**src/rtl/i2c_slave_regs.sv**
```systemverilog
// I2C slave bridging the bus to a simple register port: pointer write, auto-incrementing
// burst writes, and pointer-based burst reads with repeated-START support.
module i2c_slave_regs #(
   parameter logic [6:0] I2C_ADDR = 7'h6A
) (
   input  logic       clock,
   input  logic       reset,
   input  logic       scl_in,
   input  logic       sda_in,
   output logic       sda_oe,
   output logic [7:0] reg_ptr,
   input  logic [7:0] rd_data,
   output logic       wr_strobe,
   output logic [7:0] wr_addr,
   output logic [7:0] wr_data,
   output logic       busy
);

   typedef enum logic [3:0] {
      IDLE, ADDR, ADDR_ACK, PTR, PTR_ACK, WDATA, WDATA_ACK, RDATA, RD_MACK, WAIT_STOP
   } state_t;

   state_t     state, state_nxt;
   logic [2:0] scl_sync, sda_sync;
   logic       scl_rise, scl_fall, start_det, stop_det, sda_bit, byte_full, addr_hit;
   logic [3:0] bit_cnt, bit_cnt_nxt;
   logic [7:0] shift, shift_nxt, reg_ptr_nxt, wr_addr_nxt, wr_data_nxt;
   logic       sda_oe_nxt, busy_nxt, wr_pend, wr_pend_nxt, wr_strobe_nxt, rw, rw_nxt;

   // Two synchronizer flops plus one edge-detect flop per line; idle bus reads as high.
   always_ff @(posedge clock or posedge reset) begin
      if (reset) begin
         scl_sync <= 3'b111;
         sda_sync <= 3'b111;
      end else begin
         scl_sync <= {scl_sync[1:0], scl_in};
         sda_sync <= {sda_sync[1:0], sda_in};
      end
   end

   assign scl_rise  = scl_sync[1] & ~scl_sync[2];
   assign scl_fall  = ~scl_sync[1] & scl_sync[2];
   assign start_det = ~sda_sync[1] & sda_sync[2] & scl_sync[1] & scl_sync[2];
   assign stop_det  = sda_sync[1] & ~sda_sync[2] & scl_sync[1] & scl_sync[2];
   assign sda_bit   = sda_sync[1];
   assign byte_full = (bit_cnt == 4'd8);
   assign addr_hit  = (shift[7:1] == I2C_ADDR);

   always_ff @(posedge clock or posedge reset) begin
      if (reset) state <= IDLE;
      else       state <= state_nxt;
   end

   always_comb begin
      state_nxt = state;
      if (stop_det) state_nxt = IDLE;
      else if (start_det) state_nxt = ADDR;
      else begin
         case (state)
            IDLE, WAIT_STOP: state_nxt = state;
            ADDR:      if (scl_fall && byte_full) state_nxt = addr_hit ? ADDR_ACK : WAIT_STOP;
            ADDR_ACK:  if (scl_fall) state_nxt = rw ? RDATA : PTR;
            PTR:       if (scl_fall && byte_full) state_nxt = PTR_ACK;
            PTR_ACK:   if (scl_fall) state_nxt = WDATA;
            WDATA:     if (scl_fall && byte_full) state_nxt = WDATA_ACK;
            WDATA_ACK: if (scl_fall) state_nxt = WDATA;
            RDATA:     if (scl_fall && byte_full) state_nxt = RD_MACK;
            RD_MACK: begin
               if (scl_rise && sda_bit) state_nxt = WAIT_STOP;
               else if (scl_fall)       state_nxt = RDATA;
            end
            default: state_nxt = IDLE;
         endcase
      end
   end

   // Datapath and registered outputs; sda_oe moves only on a detected SCL fall, STOP or reset.
   always_comb begin
      sda_oe_nxt    = sda_oe;
      busy_nxt      = busy;
      reg_ptr_nxt   = reg_ptr;
      shift_nxt     = shift;
      bit_cnt_nxt   = bit_cnt;
      rw_nxt        = rw;
      wr_pend_nxt   = 1'b0;
      wr_strobe_nxt = wr_pend;
      wr_addr_nxt   = wr_addr;
      wr_data_nxt   = wr_data;
      if (wr_pend) begin
         wr_addr_nxt = reg_ptr;
         wr_data_nxt = shift;
      end
      if (stop_det) begin
         sda_oe_nxt  = 1'b0;
         busy_nxt    = 1'b0;
         bit_cnt_nxt = 4'd0;
      end else if (start_det) begin
         bit_cnt_nxt = 4'd0;
      end else begin
         case (state)
            ADDR, PTR, WDATA: begin
               if (scl_rise && !byte_full) begin
                  shift_nxt   = {shift[6:0], sda_bit};
                  bit_cnt_nxt = bit_cnt + 4'd1;
                  if (state == WDATA && bit_cnt == 4'd7) wr_pend_nxt = 1'b1;
               end
               if (scl_fall) begin
                  if (!byte_full) begin
                     sda_oe_nxt = 1'b0;
                  end else begin
                     bit_cnt_nxt = 4'd0;
                     if (state == ADDR) begin
                        sda_oe_nxt = addr_hit;
                        busy_nxt   = addr_hit;
                        rw_nxt     = shift[0];
                     end else begin
                        sda_oe_nxt = 1'b1;
                        if (state == PTR) reg_ptr_nxt = shift;
                     end
                  end
               end
            end
            ADDR_ACK: if (scl_fall) begin
               bit_cnt_nxt = 4'd0;
               shift_nxt   = rd_data;
               sda_oe_nxt  = rw ? ~rd_data[7] : 1'b0;
            end
            PTR_ACK: if (scl_fall) begin
               sda_oe_nxt  = 1'b0;
               bit_cnt_nxt = 4'd0;
            end
            WDATA_ACK: if (scl_fall) begin
               sda_oe_nxt  = 1'b0;
               bit_cnt_nxt = 4'd0;
               reg_ptr_nxt = reg_ptr + 8'd1;
            end
            RDATA: begin
               if (scl_rise && !byte_full) bit_cnt_nxt = bit_cnt + 4'd1;
               if (scl_fall) begin
                  if (byte_full) begin
                     sda_oe_nxt  = 1'b0;
                     bit_cnt_nxt = 4'd0;
                  end else begin
                     shift_nxt  = {shift[6:0], 1'b0};
                     sda_oe_nxt = ~shift[6];
                  end
               end
            end
            RD_MACK: begin
               // The pointer moves past every byte sent; only a master ACK continues the burst.
               if (scl_rise) begin
                  reg_ptr_nxt = reg_ptr + 8'd1;
                  if (sda_bit) busy_nxt = 1'b0;
               end
               if (scl_fall) begin
                  shift_nxt   = rd_data;
                  sda_oe_nxt  = ~rd_data[7];
                  bit_cnt_nxt = 4'd0;
               end
            end
            default: bit_cnt_nxt = bit_cnt;
         endcase
      end
   end

   always_ff @(posedge clock or posedge reset) begin
      if (reset) begin
         sda_oe    <= 1'b0;
         busy      <= 1'b0;
         reg_ptr   <= 8'd0;
         shift     <= 8'd0;
         bit_cnt   <= 4'd0;
         rw        <= 1'b0;
         wr_pend   <= 1'b0;
         wr_strobe <= 1'b0;
         wr_addr   <= 8'd0;
         wr_data   <= 8'd0;
      end else begin
         sda_oe    <= sda_oe_nxt;
         busy      <= busy_nxt;
         reg_ptr   <= reg_ptr_nxt;
         shift     <= shift_nxt;
         bit_cnt   <= bit_cnt_nxt;
         rw        <= rw_nxt;
         wr_pend   <= wr_pend_nxt;
         wr_strobe <= wr_strobe_nxt;
         wr_addr   <= wr_addr_nxt;
         wr_data   <= wr_data_nxt;
      end
   end

endmodule
```
**config.mk**
```make
export PLATFORM = sky130hd
export DESIGN_NAME = i2c_slave_regs
export DESIGN_NICKNAME = d
export VERILOG_FILES = /design/src/rtl/i2c_slave_regs.sv
export SDC_FILE = /design/constraint.sdc
export NUM_CORES = 1
export LEC_CHECK = 0
export CORE_MARGIN = 5
export CORE_UTILIZATION = 54
export DETAILED_ROUTE_END_ITERATION = 6
export GPL_TIMING_DRIVEN = 1
export PLACE_DENSITY = 0.9
export SKIP_CTS_REPAIR_TIMING = 1
export SLEW_MARGIN = 0
export SYNTH_ARGS = -nofsm -noshare
export SYNTH_HDL_FRONTEND = slang
export SYNTH_SLANG_ARGS = --single-unit
```
**constraint.sdc**
```tcl
create_clock -name clock -period 2.4 [get_ports clock]
set_input_delay 0.48 -clock clock [delete_from_list [all_inputs] [get_ports clock]]
set_output_delay 0.48 -clock clock [all_outputs]
set_load 0.02 [all_outputs]
```
==> results of run 1 <==
==> kinds of logic after synthesis <==
family	share of synthesized area
xor gates and xnor gates	0.0127
DFF	0.467
buffers and inverters	0.0469
AOI/OAI and AO/OA	0.156
and+or+nand+nor	0.198
adders and majority gates	0.0137
muxes	0.107
==> layer usage <==
layer | global-route usage | vias to the layer above
li1 | - | 1044
met1 | 0.277 | 1037
met2 | 0.297 | 83
met3 | 0.0488 | 8
met4 | 0.0524 | 0
met5 | 0 | -
==> cells in the mapped netlist (2+ instances only) <==
cell / count
a211oi_1: 2
a21oi_1: 17
a22oi_1: 2
a2bb2oi_1: 3
and2b_1: 2
and3_1: 3
and3b_1: 2
buf_2: 3
buf_4: 4
buf_6: 4
clkbuf_1: 2
dfrtp_1: 45
dfstp_2: 6
ha_1: 3
inv_1: 7
mux2_2: 18
mux2i_1: 9
nand2_1: 28
nand2b_1: 5
nand3_1: 11
nand3b_1: 6
nand4_1: 2
nor2_1: 17
nor2b_1: 3
nor3_1: 8
nor4_1: 2
o211ai_1: 4
o21ai_0: 18
o22ai_1: 3
xnor2_1: 4
==> sequential cells by signal, summed over array words and instances (netlist names) <==
name and flops:
sda_oe 1, wr_strobe 1, state 4, scl_sync 3, shift 8, wr_data 8
bit_cnt 4, wr_pend 1, wr_addr 8, rw 1, busy 1, sda_sync 3
reg_ptr 8
==> worst max path at each step <==
stage,end,slack (ns),startpoint
finish,reg_ptr[5],0.32,state[3]
global route,reg_ptr[5],0.13,state[3]
CTS,sda_oe,0.36,state[3]
detailed placement,sda_oe,0.39,state[3]
global placement,shift[0],0.46,state[3]
floorplan,sda_oe,0.66,state[3]
==> final cells by class <==
| type | count | area, um2 |
|---|---|---|
| sequential | 51 | 1280 |
| multi-input combinational | 196 | 1340 |
| inverter | 7 | 26.3 |
| clock inverter | 3 | 46.3 |
| tap | 70 | 87.6 |
| fill | 416 | 1730 |
| timing repair buffer | 43 | 430 |
| clock buffer | 5 | 68.8 |
==> stage by stage <==
step / util / cell area, um2 / instances / worst slack (ns) / hold WS [ns]
after floorplan: - / 2750 / 268 / 0.656 / 0.345
after global placement: 0.632 / 3160 / 367 / 0.456 / 0.346
after detailed placement: 0.632 / 3160 / 367 / 0.390 / 0.348
after CTS: 0.655 / 3280 / 375 / 0.358 / 0.362
after global routing: 0.655 / 3280 / 375 / 0.130 / 0.369
final: 0.655 / 3280 / 375 / 0.316 / 0.361
==> layout by cell type, fill, tap and decap left out, types with 3 or more instances in the layout <==
cell	synthesis	routed
a21oi_1	17	17
a2bb2oi_1	3	3
and3_1	3	3
buf_4	4	4
clkbuf_8	0	5
clkdlybuf4s50_1	0	38
dfrtp_1	45	45
dfstp_2	6	6
ha_1	3	3
inv_1	7	6
mux2_2	18	18
mux2i_1	9	9
nand2_1	28	28
nand2b_1	5	5
nand3_1	11	11
nand3b_1	6	6
nor2_1	17	17
nor2b_1	3	3
nor3_1	8	8
o211ai_1	4	4
o21ai_0	18	18
o22ai_1	3	3
xnor2_1	4	4
==> report_power, final <==
part / switching, uW / internal (uW) / total, uW
logic: 643 / 579 / 1220
registers: 312 / 1030 / 1350
clock network: 297 / 314 / 611
==> critical path, cell delays in order (launching register included) <==
cell	delay [ns]
dfrtp_1	0.69
nor4b_4	0.49
nand2_1	0.15
a22o_1	0.34
a21oi_1	0.17
a2bb2oi_1	0.17
==> impl_metrics.ini, run 1 <==
[grt]
gr-total-overflow = 0
grt_pass1_vias = 1950
antenna_found_initial = 0
grt_pass1_wl_mm = 9.93
grt_max_degree = 36
grt_use_total = 0.195

[drt]
drtAntennaViolNets = 0
wl_met1_mm = 2.71
avgRoutedWirePerCell_um = 16.0
dr_wl_met3_um = 415
top_layer_used = met4
route.met2.wl_mm = 2.83
vias_per_cell = 5.79
finalWirelength_mm = 6.02
vias = 2172
first_pass_iters = 4
drt_iter0_markers = 155
post-route-drc-count = 0

[timing]
rsz0062_at_grt = false
drv_slew = 0
finalCritPeriodShare = 0.868
setup_viol = 0
hold_viol_final = 0
tightest_slew_ns = 0.673
relSlewSlack = 0.552
fmax_ghz = 0.480
period_needed_ns = 2.08
fin_skew_ns = 0.0111
fin_setup_tns_ns = 0

[synth]
ys_types = 55
avgSynthCellArea_um2 = 10.3
yosys_warnings = 0
syn_nets = 283
syn_area_um2 = 2750
ys_ff_latch = 51
yosys.area.top_type_share = 0.410
async_flop_share = 1.00
postSynthCellCount = 268
synthTopCellsByArea = dfrtp_1 41%, mux2_2 7.4%, dfstp_2 5.7%
yosysTopAreaCell = dfrtp_1
synth_edf_count = 0
synthFlopType = dfrtp_1
yosysSeqAreaShare = 0.467

[critical_path]
rr_worst_depth = 5
rr_startpoint = state[3]
r2r_slack_ns = 0.32
cp_max_fo = 18
critPathArrivalTime_ns = 2.32
cp-start-kind = flip-flop
regToRegEndpoint = reg_ptr[5]
cp.required_ns = 2.64
crit_type = reg2reg
cp-end-kind = flip-flop

[placed_design]
gp_congestion = 0.900
hpwl_mm = 4.36
portBuffers = 38

[floorplan]
start_util = 0.549
die_area_um2 = 6620
fp-row-count = 26
dieWidth_um = 81.3
design.core.area_um2 = 5010
ios = 39
die_h_um = 81.3

[power]
p_leak_uw = 0.00142
p_per_area_nw_per_um2 = 969
finalPower_uw = 3180
peakVddDrop_mv = 0.548

[cts]
tritoncts.num_buffers = 5
cts_root_buf = clkbuf_8
cts_tree = yes
htree_levels = 2
cts_buffer_depth = 2
clock_latency_ns = 0.31
clk_pin_slew_worst_paths_ns = 0.10
cts_sinks = 51

[worst_hold_path]
whs_endpoint = sda_sync[1]
hp-start = sda_sync[0]
hold_path.class = reg2reg
whs_path_depth = 0

[final_layout]
layout-drive-gt1-share = 0.154
diodes = 0
final_nets = 319
areaGrowthSynthToFinish_pct = 19.3

[job]
maxCapViolations = 0

[run_status]
outcome = completed
(Power assumes the default switching activity.)
==> inputs of run 2 (changes only) <==
- REMOVE_ABC_BUFFERS: unset -> 1
==> impl_metrics.ini, run 2 (same netlist as run 1, synthesis figures left out) <==
[drt]
post-route-drc-count = 0
avgRoutedWirePerCell_um = 16.2
vias = 2190
drtAntennaViolNets = 0
drt_iter0_markers = 196
vias_per_cell = 5.84
finalWirelength_mm = 6.08
first_pass_iters = 4

[floorplan]
fp-row-count = 26
dieWidth_um = 81.3
die_area_um2 = 6620
design.core.area_um2 = 5010
ios = 39
die_h_um = 81.3
start_util = 0.549

[worst_hold_path]
hold_path.class = reg2reg

[critical_path]
cp-start-kind = flip-flop
cp_max_fo = 15
cp-end-kind = flip-flop
cp.required_ns = 2.59
critPathArrivalTime_ns = 2.28
crit_type = reg2reg

[grt]
grt_pass1_vias = 2077
grt_pass1_wl_mm = 10.2
gr-total-overflow = 0
grt_use_total = 0.203
antenna_found_initial = 0
grt_max_degree = 52

[final_layout]
final_nets = 320
final_cell_mix = 45 x dfrtp_1, 38 x clkdlybuf4s50_1, 28 x nand2_1, 18 x mux2_2, 18 x o21ai_0
fin_area_um2 = 3280
layout-drive-gt1-share = 0.154
fin_util = 0.654
final_common_cell = dfrtp_1
diodes = 0
areaGrowthSynthToFinish_pct = 19.3

[timing]
period_needed_ns = 2.10
rsz0062_at_grt = false
drv_slew = 0
fmax_ghz = 0.477
fin_setup_tns_ns = 0
whs_ns = 0.363
setup_slack_ns = 0.303
tightest_slew_ns = 0.664
fin_skew_ns = 0.00455
setup_viol = 0
relSlewSlack = 0.557
hold_viol_final = 0
finalCritPeriodShare = 0.874

[placed_design]
hpwl_mm = 4.37
gp_congestion = 0.889
portBuffers = 38
placed_area_um2 = 3170
preCtsSetupSlack_ns = 0.406

[cts]
cts_tree = yes
cts_buffer_depth = 2
cts_root_buf = clkbuf_8
htree_levels = 2
clock_latency_ns = 0.30
cts_sinks = 51
tritoncts.num_buffers = 5
clk_pin_slew_worst_paths_ns = 0.09

[power]
p_leak_uw = 0.00143
peakVddDrop_mv = 0.448
p_per_area_nw_per_um2 = 966

[run_status]
outcome = completed

[job]
maxCapViolations = 0
## run 2: cell types whose count changed in the layout (fill, tap and decap cells not counted), sizes merged
cell and delta:
buf +1, inv -1
## run 2: per-stage QoR
stage,power [uW],instances
after floorplan,2110,254
after global placement,2520,368
after detailed placement,2580,368
after CTS,3180,375
after global routing,3390,375
final,3170,375
## run 2: per-layer routing
| metal | up-vias | GRT usage | part of all wire |
|---|---|---|---|
| met4 | 0 | 0.0524 | 0.012 |
| li1 | 1044 | - | - |
| met2 | 103 | 0.326 | 0.49 |
| met5 | - | 0 | 0 |
| met3 | 9 | 0.0388 | 0.067 |
| met1 | 1034 | 0.282 | 0.43 |
## run 2: critical path: stages (launching register included)
cell and delay [ns]:
dfrtp_1 0.67, or4b_4 0.57, a41oi_2 0.21, nor3_1 0.10, a311oi_1 0.33, mux2i_1 0.11
## run 2: report_power, final
part / leakage (uW) / total [uW] / switching, uW / internal (uW)
sequential: 0.000656 / 1340 / 310 / 1030
combinational: 0.000719 / 1240 / 650 / 588
clock: 0.0000502 / 585 / 280 / 305
total: 0.00143 / 3170 / 1240 / 1930
## run 2: cell type report
cell class                 count  area, um2
fill                         430       1730
multi-input combinational    196       1340
sequential                    51       1280
timing repair buffer          44        438
tap                           70       87.6
clock buffer                   5       68.8
clock inverter                 2       37.5
inverter                       7       26.3
## run 2: path summary, 6_finish.rpt
| check | slack [ns] | startpoint | depth (start not counted) | end |
|---|---|---|---|---|
| max | 0.30 | state[0] | 5 | sda_oe |
| min | 0.36 | scl_sync[0] | 0 | scl_sync[1] |
| max reg2reg | 0.30 | state[0] | 5 | sda_oe |
| min reg2reg | 0.36 | scl_sync[0] | 0 | scl_sync[1] |
| max in group asynchronous | 1.58 | reset | 3 | sda_sync[2] |
| min in group asynchronous | 0.54 | reset | 3 | reg_ptr[7] |
==> inputs of run 3 (changes only) <==
- PLACE_DENSITY: 0.9 -> 0.79
==> impl_metrics.ini, run 3 (same netlist as run 1, synthesis figures left out) <==
[critical_path]
cp_max_fo = 18
crit_type = reg2reg
crit_end = sda_oe
crit_family = simple AND/OR/NAND/NOR gates
critPathArrivalTime_ns = 2.24
rr_worst_depth = 5
cpPeakStageDelay_ns = 0.65
regToRegEndpoint = sda_oe
cp-end-kind = flip-flop
crit_cells = 5
crit_slowest_cell = or4b_4
r2r_slack_ns = 0.35
worstPathBufferInverterCount = 0
setup.worst_path.start = state[3]
cp.required_ns = 2.59
rr_startpoint = state[3]
crit_chain = or4b_4 -> a41oi_2 -> nor3_1 -> a311oi_1 -> mux2i_1
cp-start-kind = flip-flop

[timing]
drv_slew = 0
setup_slack_ns = 0.347
setup_viol = 0
fin_skew_ns = 0.0138
finalCritPeriodShare = 0.856
rsz0062_at_grt = false
relSlewSlack = 0.500
hold_viol_final = 0
period_needed_ns = 2.05
tightest_slew_ns = 0.750
fmax_ghz = 0.487
fin_setup_tns_ns = 0

[run_status]
outcome = completed

[grt]
grt_pass1_vias = 2010
antenna_found_initial = 0
gr-total-overflow = 0
grt_pass1_wl_mm = 9.87
grt_max_degree = 31
grt_use_total = 0.193

[floorplan]
design.core.area_um2 = 5010
die_area_um2 = 6620
fp-row-count = 26
dieWidth_um = 81.3
die_h_um = 81.3
start_util = 0.549
ios = 39

[cts]
clk_pin_slew_worst_paths_ns = 0.10
cts_sinks = 51
tritoncts.num_buffers = 5
cts_root_buf = clkbuf_8
htree_levels = 2
clock_latency_ns = 0.31
cts_buffer_depth = 2
cts_tree = yes

[drt]
vias = 2147
vias_per_cell = 5.73
avgRoutedWirePerCell_um = 15.8
drtAntennaViolNets = 0
first_pass_iters = 4
finalWirelength_mm = 5.93
drt_iter0_markers = 140
post-route-drc-count = 0

[final_layout]
layout-drive-gt1-share = 0.154
final_nets = 319
areaGrowthSynthToFinish_pct = 18.3
finalNonFillerCells = 375
fin_area_um2 = 3250
final_cell_mix = 45 x dfrtp_1, 38 x clkdlybuf4s50_1, 28 x nand2_1, 18 x mux2_2, 18 x o21ai_0
diodes = 0
final_common_cell = dfrtp_1

[power]
peakVddDrop_mv = 0.679
p_leak_uw = 0.00142
p_per_area_nw_per_um2 = 941

[placed_design]
placed_area_um2 = 3160
dp.cells = 367
preCtsSetupSlack_ns = 0.381
gp_congestion = 0.951
portBuffers = 38
hpwl_mm = 4.23

[worst_hold_path]
hold_path.class = reg2reg

[job]
maxCapViolations = 0
-- run 3: worst min-delay path by stage --
| stage | start | to | slack [ns] | depth (start not counted) |
|---|---|---|---|---|
| global route | scl_sync[0] | scl_sync[1] | 0.37 | 0 |
| CTS | scl_sync[0] | scl_sync[1] | 0.36 | 0 |
| finish | scl_sync[0] | scl_sync[1] | 0.36 | 0 |
| detailed placement | scl_sync[0] | scl_sync[1] | 0.35 | 0 |
| global placement | scl_sync[0] | scl_sync[1] | 0.35 | 0 |
| floorplan | scl_sync[0] | scl_sync[1] | 0.35 | 0 |
-- run 3: stage by stage --
step / utilization / power (uW) / hold WS, ns
after floorplan: - / 2110 / 0.345
final: 0.649 / 3060 / 0.360
after detailed placement: 0.632 / 2560 / 0.349
after CTS: 0.649 / 3070 / 0.363
after global routing: 0.649 / 3290 / 0.369
after global placement: 0.632 / 2520 / 0.347
-- run 3: cell type report --
cell class,count,area (um2)
Timing Repair Buffer,43,430
Sequential cell,51,1280
Fill cell,436,1760
Tap cell,70,87.6
Inverter,7,26.3
Clock inverter,3,18.8
Multi-Input combinational cell,196,1340
Clock buffer,5,68.8
-- run 3: metal layers --
metal	vias to the layer above	share of wire	track usage
li1	1052	-	-
met2	63	0.45	0.287
met1	1022	0.48	0.286
met5	-	0	0
met3	10	0.053	0.0377
met4	0	0.017	0.0524
-- run 3: report_power, final --
group          internal (uW)  total (uW)  leakage [uW]  switching (uW)
combinational            578        1210      0.000714             630
sequential              1030        1340      0.000656             312
clock                    206         508     0.0000483             302
